File: config.mk
export PLATFORM = sky130hd
export DESIGN_NAME = mem_access_unit
export DESIGN_NICKNAME = d
export VERILOG_FILES = /design/src/rtl/mem_access_unit.sv
export SDC_FILE = /design/constraint.sdc
export NUM_CORES = 1
export LEC_CHECK = 0
export CELL_PAD_IN_SITES_DETAIL_PLACEMENT = 1
export CELL_PAD_IN_SITES_GLOBAL_PLACEMENT = 2
export CORE_MARGIN = 3
export CORE_UTILIZATION = 27
export CTS_CLUSTER_DIAMETER = 30
export DETAILED_ROUTE_END_ITERATION = 6
export PLACE_DENSITY_LB_ADDON = 0.1
export SYNTH_ARGS = -nofsm -noshare
export SYNTH_HDL_FRONTEND = slang
export SYNTH_SLANG_ARGS = --single-unit
File: constraint.sdc
create_clock -name clk -period 2.1 [get_ports clk]
set_input_delay 0.42 -clock clk [delete_from_list [all_inputs] [get_ports clk]]
set_output_delay 0.42 -clock clk [all_outputs]
set_load 0.005 [all_outputs]
File: src/rtl/mem_access_unit.sv
// Data-memory access stage: runs a valid/ready bus transaction for loads and
// stores, formats load data, stalls the datapath and flags bad accesses.
//
// Ports:
//   clk, rst (async, active-low)
//   mem_req, mem_we, funct3, addr, wdata   - request from the datapath
//   rdata, stall, fault                    - results back to the datapath
//   bus_valid, bus_we, bus_addr, bus_be,
//   bus_wdata, bus_ready, bus_rdata        - memory bus
module mem_access_unit #(
    parameter int unsigned TIMEOUT = 255
) (
    input  logic        clk,
    input  logic        rst,
    input  logic        mem_req,
    input  logic        mem_we,
    input  logic [2:0]  funct3,
    input  logic [31:0] addr,
    input  logic [31:0] wdata,
    output logic [31:0] rdata,
    output logic        stall,
    output logic        fault,
    output logic        bus_valid,
    input  logic        bus_ready,
    output logic        bus_we,
    output logic [31:0] bus_addr,
    output logic [3:0]  bus_be,
    output logic [31:0] bus_wdata,
    input  logic [31:0] bus_rdata
);

    localparam logic [7:0] LAST = 8'(TIMEOUT - 1);

    typedef enum logic [1:0] {
        IDLE,
        BUS,
        DONE
    } state_e;

    state_e      state_q, state_d;
    logic [7:0]  count_q, count_d;
    logic [31:0] rdata_q, rdata_d;
    logic        fault_q, fault_d;
    logic        bus_valid_q, bus_valid_d;
    logic        bus_we_q, bus_we_d;
    logic [31:0] bus_addr_q, bus_addr_d;
    logic [3:0]  bus_be_q, bus_be_d;
    logic [31:0] bus_wdata_q, bus_wdata_d;
    logic [1:0]  lane_q, lane_d;
    logic [2:0]  f3_q, f3_d;

    logic        bad_f3;
    logic        misaligned;
    logic        legal;
    logic [3:0]  be;
    logic [31:0] wdata_rep;
    logic [7:0]  byte_sel;
    logic [15:0] half_sel;
    logic [31:0] load_fmt;

    // Request decode
    always_comb begin
        if (mem_we) begin
            bad_f3 = (funct3 > 3'b010);
        end else begin
            bad_f3 = (funct3 == 3'b011) || (funct3[2:1] == 2'b11);
        end
        misaligned = ((funct3[1:0] == 2'b01) && addr[0])
                  || ((funct3[1:0] == 2'b10) && (addr[1:0] != 2'b00));
        legal = !bad_f3 && !misaligned;
        unique case (funct3[1:0])
            2'b00: begin
                be        = 4'b0001 << addr[1:0];
                wdata_rep = {4{wdata[7:0]}};
            end
            2'b01: begin
                be        = 4'b0011 << addr[1:0];
                wdata_rep = {2{wdata[15:0]}};
            end
            default: begin
                be        = 4'b1111;
                wdata_rep = wdata;
            end
        endcase
    end

    // Load formatting uses the lane and size latched at request time
    always_comb begin
        byte_sel = 8'(bus_rdata >> {lane_q, 3'b000});
        half_sel = lane_q[1] ? bus_rdata[31:16] : bus_rdata[15:0];
        unique case (f3_q)
            3'b000:  load_fmt = {{24{byte_sel[7]}}, byte_sel};
            3'b100:  load_fmt = {24'd0, byte_sel};
            3'b001:  load_fmt = {{16{half_sel[15]}}, half_sel};
            3'b101:  load_fmt = {16'd0, half_sel};
            default: load_fmt = bus_rdata;
        endcase
    end

    always_comb begin
        state_d     = state_q;
        count_d     = count_q;
        rdata_d     = rdata_q;
        fault_d     = 1'b0;
        bus_valid_d = bus_valid_q;
        bus_we_d    = bus_we_q;
        bus_addr_d  = bus_addr_q;
        bus_be_d    = bus_be_q;
        bus_wdata_d = bus_wdata_q;
        lane_d      = lane_q;
        f3_d        = f3_q;
        unique case (state_q)
            IDLE: begin
                bus_valid_d = 1'b0;
                if (mem_req) begin
                    if (legal) begin
                        bus_valid_d = 1'b1;
                        bus_we_d    = mem_we;
                        bus_addr_d  = {addr[31:2], 2'b00};
                        bus_be_d    = be;
                        bus_wdata_d = wdata_rep;
                        lane_d      = addr[1:0];
                        f3_d        = funct3;
                        count_d     = 8'd0;
                        state_d     = BUS;
                    end else begin
                        // Bad access commits at once with zero data
                        fault_d = 1'b1;
                        rdata_d = 32'd0;
                    end
                end
            end
            BUS: begin
                if (bus_ready) begin
                    rdata_d     = bus_we_q ? 32'd0 : load_fmt;
                    bus_valid_d = 1'b0;
                    state_d     = DONE;
                end else if (count_q == LAST) begin
                    rdata_d     = 32'd0;
                    fault_d     = 1'b1;
                    bus_valid_d = 1'b0;
                    state_d     = DONE;
                end else begin
                    count_d = count_q + 8'd1;
                end
            end
            DONE: begin
                bus_valid_d = 1'b0;
                state_d     = IDLE;
            end
            default: begin
                bus_valid_d = 1'b0;
                state_d     = IDLE;
            end
        endcase
    end

    always_ff @(posedge clk or negedge rst) begin
        if (!rst) begin
            state_q     <= IDLE;
            count_q     <= 8'd0;
            rdata_q     <= 32'd0;
            fault_q     <= 1'b0;
            bus_valid_q <= 1'b0;
            bus_we_q    <= 1'b0;
            bus_addr_q  <= 32'd0;
            bus_be_q    <= 4'd0;
            bus_wdata_q <= 32'd0;
            lane_q      <= 2'd0;
            f3_q        <= 3'd0;
        end else begin
            state_q     <= state_d;
            count_q     <= count_d;
            rdata_q     <= rdata_d;
            fault_q     <= fault_d;
            bus_valid_q <= bus_valid_d;
            bus_we_q    <= bus_we_d;
            bus_addr_q  <= bus_addr_d;
            bus_be_q    <= bus_be_d;
            bus_wdata_q <= bus_wdata_d;
            lane_q      <= lane_d;
            f3_q        <= f3_d;
        end
    end

    assign stall     = mem_req && legal && (state_q != DONE);
    assign rdata     = rdata_q;
    assign fault     = fault_q;
    assign bus_valid = bus_valid_q;
    assign bus_we    = bus_we_q;
    assign bus_addr  = bus_addr_q;
    assign bus_be    = bus_be_q;
    assign bus_wdata = bus_wdata_q;

endmodule

======== Yosys cells after proc, flatten, opt, wreduce, memory -nomap -nowiden ========
Cells that the tools add are included.
cells by class
  shift-type cells ........................ 3
  $add $sub $neg .......................... 1
  muxes and demuxes ....................... 31
  reduce and logical (&&, ||, !) cells .... 18
  $lt $le $gt $ge ......................... 1
  equal/unequal tests ..................... 16
operators by type and width
  cell                 count
  $mux 32              5
  $pmux 32 s2          2
  $pmux 32 s4          1
  $mux 8               4
  $shr 32x5->8         1
  $mux 16              1
  $pmux 8 s2           1
  $ne 2x2->1 const B   6
  $mux 1               9
  $add 8x1->8 const B  1
  $eq 8x8->1 const B   1
  $mux 2               4
  $pmux 4 s2           1
  $eq 3x3->1 const B   2
  $reduce_and 3->1     2
  $logic_and 1x1->1    5
  $reduce_and 5->1     1
  $eq 2x1->1 const B   2
  $eq 2x2->1 const B   2
  $logic_not 2->1      2
  $pmux 1 s2           2
  $pmux 2 s2           1
  $reduce_and 4->1     1
  $reduce_bool 2->1    2
  9 further kinds      11
word-level totals
  flip-flop bits (word level) ............. 116
  input port bits ......................... 104
  word-level logic and storage cells ...... 81

======== Depth between registers and ports, before layout ========
  depth in word-level cells ............... 8
  gate-level depth with buffers ........... 7
  gate-level depth less buffers ........... 6

======== Least setup slack after synthesis ========
OpenSTA, ideal clock, no wires.
  kind .................................... register to register
  start ................................... register count_q[0]
  end ..................................... register rdata_q[27] (netlist: rdata[27])
  required time ........................... 1.974 ns
  arrival ................................. 1.734 ns
  stages on the path, launching flop included .. 8
  path buffers ............................ 1
  clock period less this slack ............ 1.859 ns
  setup slack ............................. 0.241 ns
  cells stage by stage .................... dfrtp_1 > inv_1 > ha_1 > nand4_1 > o221ai_1 > a32oi_2 > buf_2 > a221o_1
on the way
  longest elaborated chain between the ends .. 3
RTL lines
  element                            RTL line  RTL
  start: declaration                 41        logic [7:0] count_q, count_d;
  start signal: assignment           173       count_q <= count_d;
  $eq 8x8->1                         138       end else if (count_q == LAST) begin
  $ne 3x3->1 (no source line)        n/a
  $reduce_and 4->1 (no source line)  n/a
  end signal: assignment             174       rdata_q <= rdata_d;
  end: declaration                   42        logic [31:0] rdata_q, rdata_d;
No other way between the ends.
A chain may end at the register's enable or synchronous reset.

======== Worst setup path after layout ========
  start ................................... input mem_we
  end ..................................... output stall
on the way
  longest elaborated chain between the ends .. 5
RTL lines
  element                         RTL line  RTL
  start: declaration              16        input logic mem_we,
  $mux 1                          63        if (mem_we) begin
  $logic_not 1->1                 70        legal = !bad_f3 && !misaligned;
  $logic_and 1x1->1               70
  $logic_and 1x1->1 (2 in a row)  186       assign stall = mem_req && legal && (state_q != DONE);
  end: declaration                21        output logic stall,
No other way between the ends.

==> results_tabular.tex <==
\begin{tabular}{lr}
\hline
Metric & Value \\
\hline
\multicolumn{2}{l}{\textbf{Status}} \\
\quad Outcome & completed \\
\multicolumn{2}{l}{\textbf{Global route}} \\
\quad Total track usage & 0.174 \\
\quad Leftover overflow at the end of global routing & 0 \\
\quad Antenna violations before repair & 0 \\
\quad Number of global-route vias before repair & 5210 \\
\quad First-pass GRT wire length & 29.5 mm \\
\quad Pin count of the biggest net entering global routing & 38 \\
\multicolumn{2}{l}{\textbf{Place}} \\
\quad Half-perimeter wire length after placement & 13.5 mm \\
\quad Number of buffers inserted by port buffering & 205 \\
\quad Area of placed instances & 7920 sq um \\
\quad Inst Count DP & 930 \\
\quad Gp weighted congestion & 0.747 \\
\quad Worst setup slack after placement & -0.385 ns \\
\multicolumn{2}{l}{\textbf{Final layout}} \\
\quad Layout cells sized above 1 & 0.203 \\
\quad Post-route cell area & 8570 sq um \\
\quad Non-filler cells, final & 964 \\
\quad Post-layout net count & 798 \\
\quad Synth-to-Final Area Change & 60.5\% \\
\quad Final antenna diode count & 0 \\
\quad Number of fillers in the final layout & 2048 \\
\quad Multi-input logic area & 2270 sq um \\
\quad Area used by sequential logic in the layout & 2900 sq um \\
\multicolumn{2}{l}{\textbf{CTS}} \\
\quad Number of buffers added by the clock tree synthesis step & 17 \\
\quad Clock latency on the worst-skew pair & 0.41 ns \\
\quad Number of buffers between clock root and the deepest sink & 2 \\
\quad Clk root buf & sky130\_fd\_sc\_hd\_\_clkbuf\_16 \\
\quad Sink count of the clock tree & 116 \\
\quad Clock tree from TritonCTS & yes \\
\quad Htree depth & 4 \\
\quad Clock slew at the register clock pins of the worst setup and hold paths & 0.05 ns \\
\multicolumn{2}{l}{\textbf{Critical path}} \\
\quad Critical register-to-register path startpoint & count\_q[0] \\
\quad Reg-to-reg slack, setup & 0.10 ns \\
\quad Endpoint class of the critical path & primary output \\
\quad Endpoint of the lowest-slack register-to-register path & rdata[16] \\
\quad Crit path kind & input pin to primary output \\
\quad Worst setup startpoint & mem\_we \\
\quad CP startpoint kind & input pin \\
\quad Largest fanout on the critical path & 2 \\
\quad CP max-delay cell & sky130\_fd\_sc\_hd\_\_clkdlybuf4s50\_1 \\
\quad Endpoint of the most critical setup path & stall \\
\quad Cell depth of the worst flop-to-flop path & 7 \\
\quad Delay contributed by the slowest stage of the critical path & 0.44 ns \\
\quad Cells along the critical path & clkdlybuf4s50\_1 > a221oi\_2 > nor2\_2 > nor2\_1 > clkdlybuf4s15\_2 \\
\quad Required time at the endpoint of the critical path & 1.68 ns \\
\quad Data arrival, critical path & 1.59 ns \\
\multicolumn{2}{l}{\textbf{Power}} \\
\quad Leakage power of the design & 3.65 nW \\
\quad Maximum ir drop on the vdd rail & 0.533 mV \\
\quad Power density relative to cell area & 1120 nW/um\^{}2 \\
\multicolumn{2}{l}{\textbf{Floorplanning}} \\
\quad Starting density of the core & 0.280 \\
\quad Total die area & 21500 sq um \\
\quad Row Count & 50 \\
\quad Die Y & 147 um \\
\quad Horizontal die dimension & 147 um \\
\quad Standard cell core area & 19100 sq um \\
\quad I/O pins & 208 \\
\multicolumn{2}{l}{\textbf{Timing}} \\
\quad Number of setup violations in the final report & 0 \\
\quad Worst slew margin & 0.638 \\
\quad RSZ-0062 raised after global routing & yes \\
\quad Least setup slack across all paths after layout & 0.0911 ns \\
\quad Final-layout setup total negative slack & 0 ns \\
\quad Minimum period implied by the final worst setup slack & 2.01 ns \\
\quad Endpoints failing hold & 0 \\
\quad Final-report max-slew violation count & 0 \\
\quad Worst slew pin tran & 0.543 ns \\
\quad Final cycle utilization of the critical path & 0.957 \\
\quad FMAX & 0.498 GHz \\
\quad Fin Hold WS & 0.484 ns \\
\quad Skew final & 0.00971 ns \\
\multicolumn{2}{l}{\textbf{Min path}} \\
\quad Path type of the worst min-delay path & register to register \\
\quad Critical hold path startpoint & bus\_wdata[11] \\
\multicolumn{2}{l}{\textbf{Logic synthesis}} \\
\quad Number of enable-type register cells in the synthesized netlist & 0 \\
\quad Async set-reset flop share out of synthesis & 1.00 \\
\quad Synth Instances & 453 \\
\quad Count of unique library cells instantiated by Yosys & 48 \\
\quad Top flip-flop cell by instance count after synthesis & sky130\_fd\_sc\_hd\_\_dfrtp\_1 \\
\quad Area share of the largest cell type after synthesis & 0.543 \\
\quad Netlist area before placement & 5340 sq um \\
\quad Dominant cell type by area after synthesis & sky130\_fd\_sc\_hd\_\_dfrtp\_1 \\
\quad Avg Cell Area, Syn & 11.8 sq um \\
\quad Number of warnings printed during yosys synthesis & 0 \\
\quad Total of flip-flops plus latches after synthesis & 116 \\
\quad Cell types with the largest area share after synthesis & sky130\_fd\_sc\_hd\_\_dfrtp\_1 (54\%), sky130\_fd\_sc\_hd\_\_mux2\_2 (11\%), sky130\_fd\_sc\_hd\_\_mux2i\_1 (5.6\%), sky130\_fd\_sc\_hd\_\_nand2\_1 (3.7\%), sky130\_fd\_sc\_hd\_\_o21ai\_0 (3.1\%) \\
\quad Proportion of synthesized chip area in sequential cells & 0.543 \\
\multicolumn{2}{l}{\textbf{Detailed routing}} \\
\quad Antenna-violating nets left & 0 \\
\quad Drt first pass iters & 6 \\
\quad Routed WL per cell & 18.9 um \\
\quad First-iteration detailed-routing DRC count & 170 \\
\quad Drt total wl & 18.2 mm \\
\quad Post-route DRC & 0 \\
\quad Overall via count from detail\_route & 4590 \\
\quad Number of vias per cell & 4.76 \\
\multicolumn{2}{l}{\textbf{Job}} \\
\quad Max capacitance violation total & 0 \\
\hline
\end{tabular}
[critical path: cells and delay by family]
kind,cells,cell delay [ns]
AO/OA/AOI/OAI,1,0.30
AND/OR/NAND/NOR,2,0.19
buffers and inverters,2,0.67
[synthesized netlist by cell type, types with 4 or more instances]
cell,number
sky130_fd_sc_hd__o21ai_0,33
sky130_fd_sc_hd__mux2i_1,30
sky130_fd_sc_hd__dfrtp_1,116
sky130_fd_sc_hd__buf_6,4
sky130_fd_sc_hd__o221ai_1,9
sky130_fd_sc_hd__o2bb2ai_1,7
sky130_fd_sc_hd__nand2_1,52
sky130_fd_sc_hd__nand2b_1,12
sky130_fd_sc_hd__mux2_2,52
sky130_fd_sc_hd__a21oi_1,13
sky130_fd_sc_hd__buf_2,6
sky130_fd_sc_hd__inv_1,7
sky130_fd_sc_hd__a32o_1,8
sky130_fd_sc_hd__buf_4,5
sky130_fd_sc_hd__nor2_1,23
sky130_fd_sc_hd__a221o_1,16
sky130_fd_sc_hd__clkbuf_1,13
[worst min path at each step]
stage / depth (start not counted) / to
after CTS: 2 / bus_wdata[8]
after floorplan: 0 / bus_addr[10]
after detailed placement: 1 / bus_addr[30]
final: 2 / bus_wdata[11]
after global placement: 1 / bus_addr[30]
after global routing: 2 / bus_wdata[10]
[through the flow]
step,util,power (mW)
floorplan,-,4.55
global placement,0.415,6.63
detailed placement,0.415,6.72
CTS,0.447,9.80
global route,0.449,10.2
finish,0.449,9.63
[cell families (layout without fill, tap and decap cells)]
| logic type | Yosys count | in the layout | synth area share |
|---|---|---|---|
| adders and majority gates | 2 | 2 | 0.00468 |
| buffers and inverters | 37 | 287 | 0.0368 |
| DFF | 116 | 116 | 0.543 |
| muxes | 83 | 83 | 0.170 |
| and+or+nand+nor | 115 | 115 | 0.109 |
| AOI/OAI and AO/OA | 99 | 99 | 0.136 |
| other | 1 | 2 | 0.000702 |
[cell usage in the layout (no fill, tap or decap), types with 2 or more instances in the layout]
cell type,instances
sky130_fd_sc_hd__nor4_1,2
sky130_fd_sc_hd__clkbuf_16,17
sky130_fd_sc_hd__mux2i_1,30
sky130_fd_sc_hd__mux2_2,52
sky130_fd_sc_hd__nand3_1,3
sky130_fd_sc_hd__or4_1,3
sky130_fd_sc_hd__ha_1,2
sky130_fd_sc_hd__nor2b_1,3
sky130_fd_sc_hd__nor3_2,2
sky130_fd_sc_hd__nand4_1,2
sky130_fd_sc_hd__buf_4,39
sky130_fd_sc_hd__nand2_1,52
sky130_fd_sc_hd__a221o_1,16
sky130_fd_sc_hd__o21ai_0,33
sky130_fd_sc_hd__conb_1,2
sky130_fd_sc_hd__nand2b_1,12
sky130_fd_sc_hd__clkbuf_8,3
sky130_fd_sc_hd__inv_1,7
sky130_fd_sc_hd__bufinv_16,3
sky130_fd_sc_hd__clkinv_2,5
sky130_fd_sc_hd__a21oi_1,13
sky130_fd_sc_hd__or2_2,3
sky130_fd_sc_hd__nor2_1,22
sky130_fd_sc_hd__a21boi_1,3
sky130_fd_sc_hd__o221ai_1,8
sky130_fd_sc_hd__buf_12,5
sky130_fd_sc_hd__dfrtp_1,116
sky130_fd_sc_hd__clkinvlp_4,2
sky130_fd_sc_hd__a32o_1,8
sky130_fd_sc_hd__o31ai_1,3
sky130_fd_sc_hd__dlygate4sd2_1,3
sky130_fd_sc_hd__o2bb2ai_1,7
sky130_fd_sc_hd__clkdlybuf4s50_1,199
[layout make-up]
| type | count | area share |
|---|---|---|
| Sequential cell | 116 | 0.339 |
| Timing Repair Buffer | 249 | 0.285 |
| Multi-Input combinational cell | 301 | 0.265 |
| Clock buffer | 21 | 0.0549 |
| Tap cell | 260 | 0.0380 |
| Clock inverter | 10 | 0.0152 |
| Inverter | 7 | 0.00307 |
[state kept, by name, summed over array words and instances (netlist names)]
signal / flops
count_q: 8
lane_q: 2
rdata: 32
state_q: 2
bus_addr: 30
bus_valid: 1
bus_be: 4
bus_wdata: 32
bus_we: 1
fault: 1
f3_q: 3
[metal layers]
metal	wire (um)	GRT usage
met5	0	0
met4	108	0.0409
met3	1340	0.0726
met2	9140	0.292
met1	7660	0.210
[what timing repair did]
action | CTS | global route
hold buffers | 1 | 0
setup endpoints to repair | 1 | 17
pin swaps | 2 | 3
buffers inserted | 1 | 1
gates cloned | 0 | 0
gates resized for setup | 6 | 4
endpoints found under the hold margin | 7 | 0
[report_power, final]
part | switching (mW) | internal, mW | leakage, nW | total, mW
sequential | 0.436 | 2.92 | 1.47 | 3.36
combinational | 1.29 | 2.00 | 1.88 | 3.29
clock | 1.03 | 1.94 | 0.294 | 2.98
total | 2.76 | 6.87 | 3.65 | 9.63
Note: power is estimated with default switching activity, not from simulation.
